## config.mk

```make
export PLATFORM = sky130hd
export DESIGN_NAME = cache_req_arbiter
export DESIGN_NICKNAME = d
export VERILOG_FILES = /design/src/rtl/cache_req_arbiter.sv
export SDC_FILE = /design/constraint.sdc
export NUM_CORES = 1
export LEC_CHECK = 0
export BUFFER_PORTS_ARGS = -buffer_cell sky130_fd_sc_hd__buf_2
export CAP_MARGIN = 20
export CORE_MARGIN = 2
export CORE_UTILIZATION = 45
export CTS_CLUSTER_SIZE = 10
export DETAILED_ROUTE_END_ITERATION = 10
export PLACE_DENSITY = 0.75
export SLEW_MARGIN = 10
export SYNTH_ARGS = -nofsm -noshare
export SYNTH_HDL_FRONTEND = slang
export SYNTH_SLANG_ARGS = --single-unit
```

## constraint.sdc

```tcl
create_clock -name clk -period 5.7 [get_ports clk]
set_input_delay 0.285 -clock clk [delete_from_list [all_inputs] [get_ports clk]]
set_output_delay 0.285 -clock clk [all_outputs]
set_load 0.01 [all_outputs]
```

## src/rtl/cache_req_arbiter.sv

```systemverilog
// Round-robin arbiter that shares one cache lookup port among NUM_REQ requesters.
// One transaction in flight at a time; verdicts are routed back and counted.
module cache_req_arbiter #(
    parameter int NUM_REQ = 4,
    parameter int ADDR_W  = 24,
    parameter int CNT_W   = 16
) (
    input  logic                      clk,
    input  logic                      rst,
    input  logic [NUM_REQ-1:0]        req_valid,
    input  logic [NUM_REQ-1:0]        req_write,
    input  logic [NUM_REQ*ADDR_W-1:0] req_addr,
    output logic [NUM_REQ-1:0]        req_ready,
    output logic                      cache_req_valid,
    output logic                      cache_req_write,
    output logic [ADDR_W-1:0]         cache_req_addr,
    input  logic                      cache_req_ready,
    input  logic                      cache_resp_valid,
    input  logic                      cache_resp_hit,
    output logic [NUM_REQ-1:0]        resp_valid,
    output logic                      resp_hit,
    input  logic                      stat_clr,
    output logic [CNT_W-1:0]          hit_count,
    output logic [CNT_W-1:0]          miss_count,
    output logic                      busy,
    output logic                      protocol_err
);
    localparam int PTR_W = $clog2(NUM_REQ);

    typedef enum logic [1:0] {IDLE, ISSUE, WAIT} state_t;

    state_t             state;
    logic [PTR_W-1:0]   rr_ptr;
    logic [PTR_W-1:0]   owner;
    logic [PTR_W-1:0]   next_ptr;
    logic [NUM_REQ-1:0] grant;
    logic [PTR_W-1:0]   grant_idx;
    logic               grant_any;
    logic               hit_inc;
    logic               miss_inc;

    // First valid requester at or after rr_ptr, wrapping modulo NUM_REQ.
    always_comb begin : grant_sel
        logic [PTR_W:0] idx_w;
        idx_w     = '0;
        grant     = '0;
        grant_idx = '0;
        grant_any = 1'b0;
        for (int k = 0; k < NUM_REQ; k++) begin
            idx_w = {1'b0, rr_ptr} + (PTR_W+1)'(k);
            if (idx_w >= (PTR_W+1)'(NUM_REQ)) begin
                idx_w = idx_w - (PTR_W+1)'(NUM_REQ);
            end
            if (!grant_any && req_valid[idx_w[PTR_W-1:0]]) begin
                grant_any                  = 1'b1;
                grant[idx_w[PTR_W-1:0]]    = 1'b1;
                grant_idx                  = idx_w[PTR_W-1:0];
            end
        end
    end

    assign req_ready = (state == IDLE && !rst) ? grant : '0;
    assign busy      = (state != IDLE);
    assign next_ptr  = (owner == PTR_W'(NUM_REQ - 1)) ? '0 : owner + PTR_W'(1);
    assign hit_inc   = (state == WAIT) && cache_resp_valid && cache_resp_hit;
    assign miss_inc  = (state == WAIT) && cache_resp_valid && !cache_resp_hit;

    always_ff @(posedge clk) begin
        if (rst) begin
            state           <= IDLE;
            rr_ptr          <= '0;
            owner           <= '0;
            cache_req_valid <= 1'b0;
            cache_req_write <= 1'b0;
            cache_req_addr  <= '0;
            resp_valid      <= '0;
            resp_hit        <= 1'b0;
            protocol_err    <= 1'b0;
            hit_count       <= '0;
            miss_count      <= '0;
        end else begin
            resp_valid <= '0;
            if (cache_resp_valid && state != WAIT) begin
                protocol_err <= 1'b1;
            end

            case (state)
                IDLE: begin
                    if (grant_any) begin
                        owner           <= grant_idx;
                        cache_req_write <= req_write[grant_idx];
                        cache_req_addr  <= req_addr[grant_idx*ADDR_W +: ADDR_W];
                        cache_req_valid <= 1'b1;
                        state           <= ISSUE;
                    end
                end
                ISSUE: begin
                    if (cache_req_ready) begin
                        cache_req_valid <= 1'b0;
                        state           <= WAIT;
                    end
                end
                WAIT: begin
                    if (cache_resp_valid) begin
                        resp_valid[owner] <= 1'b1;
                        resp_hit          <= cache_resp_hit;
                        rr_ptr            <= next_ptr;
                        state             <= IDLE;
                    end
                end
                default: state <= IDLE;
            endcase

            // Clear takes priority over a coincident increment.
            if (stat_clr) begin
                hit_count  <= '0;
                miss_count <= '0;
            end else begin
                if (hit_inc && hit_count != {CNT_W{1'b1}}) begin
                    hit_count <= hit_count + CNT_W'(1);
                end
                if (miss_inc && miss_count != {CNT_W{1'b1}}) begin
                    miss_count <= miss_count + CNT_W'(1);
                end
            end
        end
    end
endmodule

```

# Yosys cells after proc, flatten, opt, wreduce, memory -nomap -nowiden
# Index checks and enable logic that the tools add are counted.
# classes
n_addsub,10
mul,1
order_cmp,15
eq_ne,9
n_shift,1
muxes,45
bitwise,5
n_reduce_logical,29
# ops
op,n
$shiftx 96x8->24,1
$add 16x1->16 const B,2
$ne 16x16->1 const B,2
$mux 2,12
$mux 4,5
$lt 2x3->1 const B,6
$mux 1,16
$logic_and 1x1->1,15
$or 4x4->4,3
$bmux 1 s2,5
$demux 1 s2,5
$ge 2x1->1 const B,5
$ge 3x3->1 const B,3
$ne 2x2->1 const B,4
$sub 2x1->2 const B,4
$add 2x2->3 const B,2
$pmux 2 s3,1
$reduce_and 3->1,2
$logic_not 1->1,5
$eq 2x2->1 const B,2
$mul 2x2->4 const B,1
$reduce_and 2->1,2
$reduce_bool 2->1,2
$add 2x1->3 const B,1
other kinds (8),9
# totals
register_bits,70
output_inout_bits,69
wordCells,126

# Longest topological paths before layout
# depth
depth_word,16
ltp_mapped,16
ltp_nobuf,8

# Worst setup path before layout
# OpenSTA, ideal clock, no wires.
# synth_path
kind,register to register
startpoint,reg rr_ptr[0]
endpoint,reg cache_req_addr[16]
setup_ns,0.127
arrival_time_ns,3.208
required_ns,5.573
setup_slack_ns,2.365
path_stages_with_launch,15
n_path_buf,6
period_less_slack_ns,3.335
path_cell_list,dfxtp_1 -> buf_4 -> inv_1 -> clkbuf_1 -> clkbuf_1 -> ha_1 -> clkbuf_1 -> mux4_2 -> buf_6 -> nor2b_4 -> buf_6 -> nor2_2 -> mux2_4 -> a32o_1 -> or3_1
# synth_between
elab_chain_cells,16
# synth_rtl
element,line,text
from (decl),33,logic [PTR_W-1:0] rr_ptr;
from (signal assigned),107,rr_ptr <= next_ptr;
"parallel branches: the longest is 16 deep, another holds $add 2x1->3",-,
to (signal assigned),92,cache_req_addr <= req_addr[grant_idx*ADDR_W +: ADDR_W];
to (decl),16,"output logic [ADDR_W-1:0] cache_req_addr,"
# Several ways; the timed one is not identified. The select of a mux whose other input is x is not followed.
# A chain may end at the register's enable or synchronous reset.

# Worst setup path after layout
# layout_path
startpoint,reg rr_ptr[0]
endpoint,reg cache_req_addr[4]
# The elaborated chain is that of the path after synthesis.

==> impl_metrics.yaml <==
route:
  drt_first_pass_iters: 5
  drt_iter0_drc: 163
  wl_um: 13000
  drc_errors: 0
  via_per_inst: 5.57
  ant_nets: 0
  vias: 4616
  wl_per_cell_um: 15.7
clock_tree:
  cts_buffer_depth: 2
  ctsHoldBuffers: 0
  cts_setup_buffers: 0
  cts_tree: "yes"
  cts.repair.resized: 0
  clkLatencyLatePin_ps: 360
  clkSinkCount: 70
  cts_buffers: 9
  root_buffer: "clkbuf_8"
  cts.clk_slew.worst_paths_ps: 80
  cts.htree.levels: 3
hold_path:
  hp-start: "cache_req_ready"
  min_to: "state[0]"
  holdPathStages: 2
  hold_path_class: "primary input to flip-flop"
floorplanning:
  die_w_um: 103
  io-pin-count: 179
  num_rows: 36
  initial_utilization: 0.459
  die_h_um: 103
  die_area_um2: 10700
  core-area_um2: 9680
worst_setup_path:
  arrival_ps: 4030
  criticalPathCategory: "flip-flop to flip-flop"
  r2r_setup_slack_ps: 1860
  r2r-start: "rr_ptr[0]"
  cp-end-kind: "flip-flop"
  rr_worst_depth: 9
  regToRegEndpoint: "cache_req_addr[4]"
  crit_fanout: 31
  cp.required_ps: 5890
  startpoint_type: "flip-flop"
logic_synthesis:
  seq_area_frac_synth: 0.315
  synth_cell_types: 52
  ys_seq_elements: 70
  synth_edf_count: 0
  synth.cell_area_um2: 4450
  yosys_warnings: 0
  synth_flop_cell: "dfxtp_1"
  syn_area_per_cell_um2: 8.28
  netlist_instances: 537
  syn_nets: 660
  synthArstFlopShare: 0
timing:
  max_slew.worst_pin.slew_ps: 1070
  fmax_mhz: 261
  setup_viol: 0
  setup_ws_ps: 1860
  rsz0062_at_grt: "no"
  final_max_slew_viol_count: 0
  tns_ps: 0
  layout_worst_path_cycle_share: 0.673
  fin_skew_ps: 13.5
  finalHoldViolCount: 0
  maxSlewHeadroom: 0.286
  post-route-min-period_ps: 3840
  whs_ps: 163
power_and_ir_drop:
  p_per_area_nw_per_um2: 222
  ir_worst_vdd_mv: 0.127
  p_leak_nw: 2.55
place:
  place_inst: 811
  port_buffers: 178
  hpwlAfterDp_um: 9580
  gp_congestion: 0.840
  pre_cts_ws_ps: 1880
layout:
  antennaDiodeCount: 0
  syn2layout_area_growth_pct: 25.1
  nNetsFinal: 814
  final_layout_size_suffix_gt1_frac: 0.309
  fill_cells: 867
  stdcell_count: 829
  fin_util: 0.575
grt:
  grt_max_degree: 36
  grt_pass1_vias: 4107
  grt_pass1_wl_um: 19100
  grt_overflow_total: 0
  grt_usage: 0.228
  antenna_found_initial: 0
job:
  drv_cap: 0
outcome:
  status: "completed"
-- final cells by class --
type / count / area, um^2 / area share
Timing Repair Buffer: 184 / 947 / 0.170
Clock inverter: 5 / 82.6 / 0.0148
Tap cell: 133 / 166 / 0.0299
Clock buffer: 11 / 141 / 0.0254
Multi-Input combinational cell: 407 / 2750 / 0.495
Inverter: 19 / 71.3 / 0.0128
Sequential cell: 70 / 1400 / 0.252
-- registers in the layout (all words and copies together) (netlist names), 2 cells and up --
name,cells
cache_req_addr,24
hit_count,16
owner,2
rr_ptr,2
state,2
resp_valid,4
miss_count,16
-- logic make-up after synthesis --
family,Yosys count,share of synthesized area
simple gates,205,0.248
compound gates,132,0.201
flops,70,0.315
buf+inv,60,0.0661
mux,36,0.0920
xor+xnor,21,0.0414
fa+ha+maj,13,0.0366
-- layout by cell type, fill, tap and decap left out, types with 4 or more instances in the layout --
cell / netlist / routed
buf_2: 8 / 178
dfxtp_1: 70 / 70
and3_1: 51 / 51
nor2_1: 51 / 50
mux2i_1: 30 / 30
o21ai_0: 29 / 29
nand2_1: 27 / 27
o211ai_1: 24 / 24
inv_1: 19 / 19
xnor2_1: 19 / 19
a22oi_1: 17 / 17
a21oi_1: 16 / 16
o31ai_1: 15 / 15
or3_1: 13 / 13
ha_1: 13 / 13
nor4_1: 12 / 12
nand3_1: 12 / 12
nor3_1: 12 / 12
a21boi_0: 11 / 11
clkbuf_8: 0 / 10
and2_1: 5 / 5
or2_2: 4 / 4
a31oi_1: 4 / 4
a221oi_1: 4 / 4
nand4_1: 4 / 4
buf_4: 1 / 4
-- synthesized netlist by cell type, types with 13 or more instances --
master	count	area, um^2
a21oi_1	16	80.1
a22oi_1	17	128
and3_1	51	319
clkbuf_1	27	101
dfxtp_1	70	1400
ha_1	13	163
inv_1	19	71.3
mux2i_1	30	300
nand2_1	27	101
nor2_1	51	191
o211ai_1	24	180
o21ai_0	29	145
o31ai_1	15	113
or3_1	13	81.3
xnor2_1	19	166
-- power breakdown --
group	switching, mW	leakage [nW]	total [mW]	internal (mW)
Sequential	0.0179	0.570	0.533	0.515
Combinational	0.131	1.87	0.243	0.112
Clock	0.200	0.113	0.460	0.259
Total	0.349	2.55	1.24	0.887
-- routing by layer --
layer | vias to the layer above | GRT usage | share of wire
met2 | 175 | 0.397 | 0.49
li1 | 2269 | - | -
met5 | - | 0 | 0
met1 | 2150 | 0.268 | 0.41
met4 | 0 | 0.0881 | 0.020
met3 | 22 | 0.0585 | 0.079
-- metrics by stage --
stage          total power [mW]  instance area (um^2)
6_report                   1.24                  5560
5_1_grt                    1.29                  5560
4_1_cts                    1.24                  5540
3_5_place_dp              0.783                  5310
3_3_place_gp              0.775                  5310
2_1_floorplan             0.696                  4450
-- critical path: stages (launching register included) --
cell and delay [ps]:
dfxtp_1 310, inv_1 520, ha_1 450, mux4_2 460, o21bai_1 220, nand2_1 430, and2_1 530, buf_4 390
mux2i_1 260, o211ai_1 100
-- worst max-delay path by stage --
stage	slack (ps)	endpoint	depth (start not counted)	startpoint
3_5_place_dp	1880	cache_req_addr[4]	9	rr_ptr[0]
3_3_place_gp	2120	cache_req_addr[11]	9	rr_ptr[0]
2_1_floorplan	2360	cache_req_addr[16]	14	rr_ptr[0]
5_1_grt	1610	cache_req_addr[4]	9	rr_ptr[0]
6_report	1860	cache_req_addr[4]	9	rr_ptr[0]
4_1_cts	1880	cache_req_addr[4]	9	rr_ptr[0]
Power figures use the tool's default switching activity.
